--- src/rtl/uart_pkg.sv ---
// uart_pkg: shared UART receiver/transmitter types, constants and baud timing helper
package uart_pkg;
  typedef enum logic [2:0] {IDLE, START, DATA, STOP, BREAK} rx_state_t;
  localparam int UART_DATA_BITS = 8;
  function automatic int cycles_per_bit(input int clock_frequency, input int baud_rate);
    return clock_frequency / baud_rate;
  endfunction
endpackage

--- src/rtl/byte_fifo.sv ---
// byte_fifo: first-word fall-through buffer with occupancy count
module byte_fifo #(
  parameter int DEPTH = 4,
  parameter int WIDTH = 8
) (
  input  logic                     clock,
  input  logic                     reset,
  input  logic                     push,
  input  logic                     pop,
  input  logic [WIDTH-1:0]         data_in,
  output logic [WIDTH-1:0]         head,
  output logic [$clog2(DEPTH):0]   count,
  output logic                     full,
  output logic                     empty
);
  localparam int AW = $clog2(DEPTH);
  logic [WIDTH-1:0] mem [DEPTH];
  logic [AW-1:0] rd_ptr, wr_ptr;
  logic pop_ok, push_ok;
  // a pop frees the slot that a same-cycle push into a full buffer needs
  always_comb begin
    empty = count == '0;
    full = count == (AW+1)'(DEPTH);
    pop_ok = pop && !empty;
    push_ok = push && (!full || pop_ok);
    head = mem[rd_ptr];
  end
  // pointers wrap naturally because DEPTH is a power of two
  always_ff @(posedge clock or posedge reset)
    if (reset) begin
      rd_ptr <= '0;
      wr_ptr <= '0;
      count <= '0;
    end else begin
      rd_ptr <= rd_ptr + AW'(pop_ok);
      wr_ptr <= wr_ptr + AW'(push_ok);
      count <= count + (AW+1)'(push_ok) - (AW+1)'(pop_ok);
    end
  // storage is cleared so the head reads zero out of reset
  always_ff @(posedge clock or posedge reset)
    if (reset)
      for (int i = 0; i < DEPTH; i++) mem[i] <= '0;
    else if (push_ok)
      mem[wr_ptr] <= data_in;
endmodule

--- src/rtl/uart_rx_byte_stream.sv ---
// uart_rx_byte_stream: 8N1 UART receiver feeding a byte FIFO on a valid/ready stream
module uart_rx_byte_stream
  import uart_pkg::*;
#(
  parameter int CLOCK_FREQUENCY = 100_000_000,
  parameter int BAUD_RATE       = 115_200,
  parameter int FIFO_DEPTH      = 4
) (
  input  logic                            clock,
  input  logic                            reset,
  input  logic                            uart_receive,
  output logic [UART_DATA_BITS-1:0]       data_out,
  output logic                            data_out_valid,
  input  logic                            data_out_ready,
  output logic                            framing_error,
  output logic                            overflow,
  output logic [$clog2(FIFO_DEPTH):0]     fifo_count
);
  localparam int CYCLES_PER_BIT = cycles_per_bit(CLOCK_FREQUENCY, BAUD_RATE);
  localparam int HALF_BIT = CYCLES_PER_BIT / 2;
  localparam int TW = $clog2(CYCLES_PER_BIT);
  localparam int BW = $clog2(UART_DATA_BITS);
  logic rx_meta, rx_s;
  rx_state_t state, next_state;
  logic [TW-1:0] timer;
  logic [BW-1:0] bit_index;
  logic [UART_DATA_BITS-1:0] shift;
  logic tick, push, stop_err, full, empty, pop;
  assign data_out_valid = !empty;
  assign pop = data_out_valid && data_out_ready;
  // two-flop synchroniser, idle-high out of reset so no false start bit
  always_ff @(posedge clock or posedge reset)
    if (reset) {rx_meta, rx_s} <= 2'b11;
    else {rx_meta, rx_s} <= {uart_receive, rx_meta};
  // FSM state register
  always_ff @(posedge clock or posedge reset)
    if (reset) state <= IDLE;
    else state <= next_state;
  // FSM transitions; stop sample returns to IDLE at mid-bit so back-to-back frames resync
  always_comb begin
    next_state = state;
    case (state)
      IDLE:    next_state = rx_s ? IDLE : START;
      START:   next_state = !tick ? START : rx_s ? IDLE : DATA;
      DATA:    next_state = tick && bit_index == BW'(UART_DATA_BITS - 1) ? STOP : DATA;
      STOP:    next_state = !tick ? STOP : rx_s ? IDLE : BREAK;
      BREAK:   next_state = rx_s ? IDLE : BREAK;
      default: next_state = IDLE;
    endcase
  end
  // FSM outputs: mid-bit sample strobe, byte push and stop-bit error
  always_comb begin
    tick = timer == '0;
    push = state == STOP && tick && rx_s;
    stop_err = state == STOP && tick && !rx_s;
  end
  // bit timer counts down to each mid-bit sample; data bits shift in LSB first
  always_ff @(posedge clock or posedge reset)
    if (reset) begin
      timer <= '0;
      bit_index <= '0;
      shift <= '0;
    end else begin
      timer <= state == IDLE ? TW'(HALF_BIT - 1) : tick ? TW'(CYCLES_PER_BIT - 1) : timer - TW'(1);
      bit_index <= state == DATA ? bit_index + BW'(tick) : '0;
      if (state == DATA && tick) shift[bit_index] <= rx_s;
    end
  // single-cycle error pulses, registered alongside the FIFO update
  always_ff @(posedge clock or posedge reset)
    if (reset) begin
      framing_error <= 1'b0;
      overflow <= 1'b0;
    end else begin
      framing_error <= stop_err;
      overflow <= push && full && !pop;
    end
  byte_fifo #(.DEPTH(FIFO_DEPTH), .WIDTH(UART_DATA_BITS)) fifo (
    .clock  (clock),
    .reset  (reset),
    .push   (push),
    .pop    (pop),
    .data_in(shift),
    .head   (data_out),
    .count  (fifo_count),
    .full   (full),
    .empty  (empty)
  );
endmodule
--- config.mk ---
export PLATFORM = sky130hd
export DESIGN_NAME = uart_rx_byte_stream
export DESIGN_NICKNAME = d
export VERILOG_FILES = /design/src/rtl/uart_pkg.sv /design/src/rtl/byte_fifo.sv /design/src/rtl/uart_rx_byte_stream.sv
export SDC_FILE = /design/constraint.sdc
export NUM_CORES = 1
export LEC_CHECK = 0
export ABC_CLOCK_PERIOD_IN_PS = 3410
export BUFFER_PORTS_ARGS = -buffer_cell sky130_fd_sc_hd__buf_4
export CORE_MARGIN = 2
export CORE_UTILIZATION = 55
export DETAILED_ROUTE_END_ITERATION = 6
export GPL_TIMING_DRIVEN = 0
export PLACE_DENSITY = 0.73
export SLEW_MARGIN = 20
export SYNTH_ARGS = -nofsm -noshare
export SYNTH_HDL_FRONTEND = slang
export SYNTH_SLANG_ARGS = --single-unit
export TNS_END_PERCENT = 50
--- constraint.sdc ---
create_clock -name clock -period 3.41 [get_ports clock]
set_input_delay 0.1705 -clock clock [delete_from_list [all_inputs] [get_ports clock]]
set_output_delay 0.1705 -clock clock [all_outputs]
set_load 0.03 [all_outputs]
# Word-level counts from Yosys, hierarchy flattened
# Cells that the tools add are included.
[totals]
in_bits = 4
out_inout_bits = 14
wordCells = 73
reg_bits = 67
[classes]
n_addsub = 6
bitwise_logic = 2
magnitude_cmp = 5
n_reduce_logical = 20
muxes = 19
eq_ne = 6
[op_table]
columns = ["cell", "n"]
rows = [
  ["bitwise mux 32 bit", 1],
  ["two-way mux 8 bit", 3],
  ["two-way mux 10 bit", 2],
  ["binary-select mux 8 bit (select 2 bit)", 1],
  ["demux 8 bit (select 2 bit)", 1],
  ["case mux 3 bit (5 select lines)", 1],
  ["logical AND 1 bit", 12],
  ["zero test 10 bit", 1],
  ["subtractor 10 x 1 -> 10 bit (second input constant)", 1],
  ["== test 3 bit (second input constant)", 3],
  ["two-way mux 3 bit", 3],
  ["bitwise mux 8 bit", 1],
  ["adder 3 x 1 -> 3 bit", 2],
  ["== test 3 x 2 -> 1 bit (second input constant)", 2],
  ["greater-or-equal comparator 3 bit (second input constant)", 2],
  ["zero test 3 bit", 2],
  ["NOT 2 -> 3 bit", 2],
  ["adder 2 x 1 -> 2 bit", 2],
  ["zero test 1 bit", 4],
  ["< comparator 3 x 4 -> 1 bit (second input constant)", 1],
  ["two-way mux 2 bit", 2],
  ["demux 1 bit (select 3 bit)", 1],
  ["== test 3 x 1 -> 1 bit (second input constant)", 1],
  ["greater-or-equal comparator 3 x 1 -> 1 bit (second input constant)", 1],
  ["other kinds (4)", 6],
]

# Logic depth before layout (Yosys ltp)
[logic_depth]
ltp_word = 8
depth_mapped = 10
ltp_nobuf = 10

# Hierarchy
# Synthesis repeated with hierarchy kept, for this count alone.
[unflattened]
hier_cells = 242
hier_area_um2 = 3200.6
[by_module_without_submodules]
columns = ["mod", "cells_per_inst", "area_per_inst_um2", "seq_area_each_um2", "instances"]
rows = [
  ["byte_fifo", 107, 1790.5, 975.9, 1],
  ["uart_rx_byte_stream", 135, 1410.1, 703.2, 1],
]

# Least setup slack after synthesis
# Ideal clock, no wire load.
[synth_timing]
path_type = "register to register"
start = "register fifo.count[1]"
end = "register fifo.count[2]"
required_time_ps = 3274
n_path_buf = 0
setup_time_ps = 136
synth_period_minus_slack_ps = 2561
path_slack_ps = 849
stages_incl_launch_ff = 10
arrival_ps = 2425
path_cell_list = "dfrtp_1 -> or3_1 -> and2_1 -> ha_1 -> inv_1 -> ha_1 -> inv_1 -> fa_1 -> xnor2_1 -> xnor2_1"
[synth_between]
elab_chain_len = 8
elab_cells_between_ends = 10
classes_between = "add/sub (2); eq/ne (1); reduce/logical (7)"
[synth_lines]
columns = ["item", "line", "text"]
rows = [
  ["start, declared", "byte_fifo.sv:12", "output logic [$clog2(DEPTH):0] count,"],
  ["start signal, assigned", "byte_fifo.sv:37", "count <= count + (AW+1)'(push_ok) - (AW+1)'(pop_ok);"],
  ["zero test 3 bit *", "byte_fifo.sv:22", "empty = count == '0;"],
  ["zero test 1 bit *", "uart_rx_byte_stream.sv:29", "assign data_out_valid = !empty;"],
  ["net data_out_valid", "uart_rx_byte_stream.sv:13", "output logic data_out_valid,"],
  ["logical AND 1 bit", "uart_rx_byte_stream.sv:30", "assign pop = data_out_valid && data_out_ready;"],
  ["logical AND 1 bit *", "byte_fifo.sv:24", "pop_ok = pop && !empty;"],
  ["logical OR 1 bit", "byte_fifo.sv:25", "push_ok = push && (!full || pop_ok);"],
  ["logical AND 1 bit", "byte_fifo.sv:25", ""],
  ["adder 3 x 1 -> 3 bit", "byte_fifo.sv:37", ""],
  ["subtractor 3 x 1 -> 3 bit *", "byte_fifo.sv:37", ""],
]
# Mark *: on every way through the listed nets, which the timed path passes. The rest lies on a longest branch.
# A chain may end at the register's enable or synchronous reset.

# Worst setup path after layout
[layout_timing]
start = "register timer[0]"
end = "register fifo.count[2]"
[layout_between]
elab_chain_len = 6
[layout_lines]
columns = ["item", "line", "text"]
rows = [
  ["start, declared", "uart_rx_byte_stream.sv:25", "logic [TW-1:0] timer;"],
  ["start signal, assigned", "uart_rx_byte_stream.sv:64", "timer <= state == IDLE ? TW'(HALF_BIT - 1) : tick ? TW'(CYCLES_PER_BIT - 1) : timer - TW'(1);"],
  ["zero test 10 bit", "uart_rx_byte_stream.sv:53", "tick = timer == '0;"],
  ["logical AND 1 bit (2 in a row)", "uart_rx_byte_stream.sv:54", "push = state == STOP && tick && rx_s;"],
  ["logical AND 1 bit", "byte_fifo.sv:25", ""],
  ["adder 3 x 1 -> 3 bit", "byte_fifo.sv:37", ""],
  ["subtractor 3 x 1 -> 3 bit", "byte_fifo.sv:37", ""],
]
# Every way passes these cells.

==> impl_results.md <==
* Post-route ant nets at 0
* Sequential power share at 44.4%
* H-tree levels at 3
* Antenna Cells at 0
* Crit Path Max Fanout at 10
* Setup crit start: timer[0]
* Post-synthesis sequential area ratio at 54.46%
* Sw Share at 24.52%
* Initial Utilization at 56.33%
* Worst rel slew slack at 49.97%
* Crit end category: flop
* Peak Freq at 350.0 MHz
* RR Startpoint: timer[0]
* Post-Syn Area at 3083 µm²
* WL per Instance at 15.13 µm
* Syn_nets at 233
* Yosys warnings at 0
* Initial antenna violation count at 0
* CP required at 3670 ps
* P_sw at 0.4733 mW
* Cell taking the most area after synthesis: dfrtp_1
* Mux cell area share after synthesis at 21.43%
* DR iter-0 viols at 60
* Worst Path Arrival at 3110 ps
* Total length of routed wires at 4.977 mm
* Final core occ at 65.64%
* Remaining global-route overflow at 0
* Drt first pass iters at 4
* DRC Markers at 0
* Clock Tree Buf Depth at 2
* Post-DP HPWL at 3.332 mm
* Reg clk slew, reported paths at 60 ps
* Netlist cell types at 37
* Slew Limit Fails at 0
* Worst hold start: data_out_ready
* Status: completed
* Setup Viol. Count Final at 0
* Setup TNS at 0 ps
* Layout area overhead at 16.52%
* Inserted Clock Buffers at 9
* Final Hold Fails at 0
* RSZ-0062 raised after global routing: false
* Avg Cell Area, Syn at 13.95 µm²
* Crit-path slowest cell: nor3b_4
* IO Port Bufs at 17
* CP top delay family: simple AND/OR/NAND/NOR gates
* Minimum clock period at 2857 ps
* Synth area leaders: dfrtp_1 (53%), mux2_2 (12%), mux4_2 (5.8%), mux2_4 (3.9%), ha_1 (2.8%)
* Simple logic cell fraction of the synthesized area at 13.19%
* Power, Total at 1.930 mW
* Critical path buffer and inverter count at 2
* Final Wtd Congestion at 0.7466
* Die Y at 78.87 µm
* Logic pwr share at 14.9%
* Vias post-DR at 1759
* Leakage at 1.762 nW
* Synthesis-stage register bit count at 67
* Max-Cap Viols at 0
* Ports at 18
* Peak supply drop at 0.4180 mV
* Adder-Cell Fraction of Synth Area at 3.490%
* Hold_ws at 185.3 ps
* Setup Skew at 10.12 ps
* Die width at 78.87 µm
* Row cnt at 27
* TritonCTS Sinks at 67
* Largest family of logic cells by synthesized area: multiplexers
* CP max stage delay at 410 ps
* Critical path cell sequence: inv_1 > ha_1 > nor3b_4 > nand3_1 > nor3b_1 > ha_1 > inv_1 > fa_1 > xnor2_1 > xnor2_1
* Layout cell share with drive strength beyond 1 at 36.19%
* Largest net degree at the start of global routing at 47
* Overall routing resource usage at 18.51%
* Synth top area share at 52.76%
* Post-CTS Setup Inserts at 0
* Main synth FF type: dfrtp_1
* First-pass GRT wire length at 8.618 mm
* PD cells at 537.4 nW/µm²
* Internal power at 1.457 mW
* Placed cells at 311
* Clk Latency, worst-skew pair at 340 ps
* Complex-gate fraction of the synthesized area at 2.922%
* Cell count after synthesis at 221
* CTS tree: done
* Final worst-path cycle share at 83.79%
* Final non-filler cell total at 329
* Hold/Removal Path Class: in -> reg
* Clock network power share at 40.7%
* Vias per std cell at 5.347
* Root buffer cell: clkbuf_8
* Startpoint types: flop
* Async S/R FF share, synth at 100.0%
* Die ar. at 6220 µm²
* XOR/XNOR share of the synthesized area at 2.557%
* Measured slew at the worst slew-check pin at 744.9 ps
* Critical Setup Path Class: reg -> reg
* Number of synthesized flops with an enable pin at 0
* Vias in the first global route at 1763
* Core area at 5473 µm²
* Final Net Count at 264
## layout by cell type (no fill, tap or decap), types with 3 or more instances in the layout
cell type	instances
xor2_1	3
bufinv_16	3
mux2_2	32
clkbuf_8	10
inv_1	10
nor2_1	15
or4_1	3
dfrtp_1	65
nor3_1	7
nor3b_1	3
nor4_4	3
and2_1	4
ha_1	7
mux2_4	8
xnor2_1	6
o21ai_0	4
buf_4	18
a21oi_1	6
nand2_1	7
clkbuf_1	4
or3_1	3
mux4_2	8
## path summary, 6_finish.rpt
path,endpoint,slack [ps],cells past startpoint
max,fifo.count[2],550,10
min,overflow,190,3
max reg2reg,fifo.count[2],550,10
min reg2reg,rx_s,360,0
max in group asynchronous,shift[6],2540,4
min in group asynchronous,fifo.mem[27],350,3
## what timing repair did
item | CTS | global route
gates resized for setup | 0 | 0
hold buffers | 2 | 0
endpoints found under the hold margin | 20 | 0
## registers in the layout, summed over array words and instances (netlist names)
| register | flops |
|---|---|
| fifo.mem | 32 |
| timer | 10 |
| shift | 8 |
| bit_index | 3 |
| fifo.count | 3 |
| state | 3 |
| fifo.rd_ptr | 2 |
| fifo.wr_ptr | 2 |
| framing_error | 1 |
| overflow | 1 |
| rx_meta | 1 |
| rx_s | 1 |
## per-stage QoR
step	setup WS (ps)	instance area (µm²)
final	552.7	3592
after detailed placement	525.7	3331
after CTS	508.2	3592
after global routing	258.3	3592
after floorplan	848.7	3083
after global placement	579.2	3301
## routing by layer
layer  vias to the layer above  part of all wire (%)  global-route usage, %
met5                         -                     0                      0
met4                         0                   2.0                  7.241
met3                         9                   3.7                  6.136
met2                        25                    47                  27.86
met1                       868                    47                  25.16
li1                        857                     -                      -
## cell families after synthesis
| group | count (synthesis) |
|---|---|
| buf+inv | 15 |
| simple gates | 59 |
| mux | 48 |
| fa+ha+maj | 8 |
| flops | 67 |
| xor+xnor | 9 |
| compound gates | 15 |
## cells in the mapped netlist (2+ instances only)
cell type / n
mux4_2: 8
or3_1: 3
nand4_1: 2
inv_1: 11
nor2_1: 15
dfrtp_1: 65
nor4_4: 3
clkbuf_1: 3
and2_1: 4
nor3_1: 7
mux2_2: 32
xor2_1: 3
ha_1: 7
o21ai_0: 4
nand2b_1: 2
xnor2_1: 6
nand3_1: 2
a21oi_1: 6
dfstp_2: 2
or4_1: 3
nand2_1: 7
nor2b_1: 2
nor3b_1: 3
mux2_4: 8
## power groups by stage
| stage | combinational (mW) | clock [mW] | sequential, mW |
|---|---|---|---|
| 4_1_cts | 0.297 | 0.807 | 0.858 |
| 6_report | 0.288 | 0.785 | 0.857 |
| 3_5_place_dp | 0.294 | 0 | 0.873 |
| 5_1_grt | 0.323 | 0.835 | 0.863 |
| 2_1_floorplan | 0.176 | 0 | 0.905 |
| 3_3_place_gp | 0.286 | 0 | 0.871 |
## tightest hold or removal path, delay by kind of cell
family / cells / cell delay, ps
AND/OR/NAND/NOR: 2 / 230
buffers and inverters: 1 / 80
## area by class of cell
class / count / area (µm²)
multi-input combinational: 139 / 1344
buffer: 4 / 18.77
fill: 417 / 1881
clock buffer: 11 / 141.4
timing repair buffer: 20 / 175.2
sequential: 67 / 1679
tap: 72 / 90.09
inverter: 11 / 43.79
clock inverter: 5 / 100.1
No activity file was read; power rests on OpenSTA's default activity.
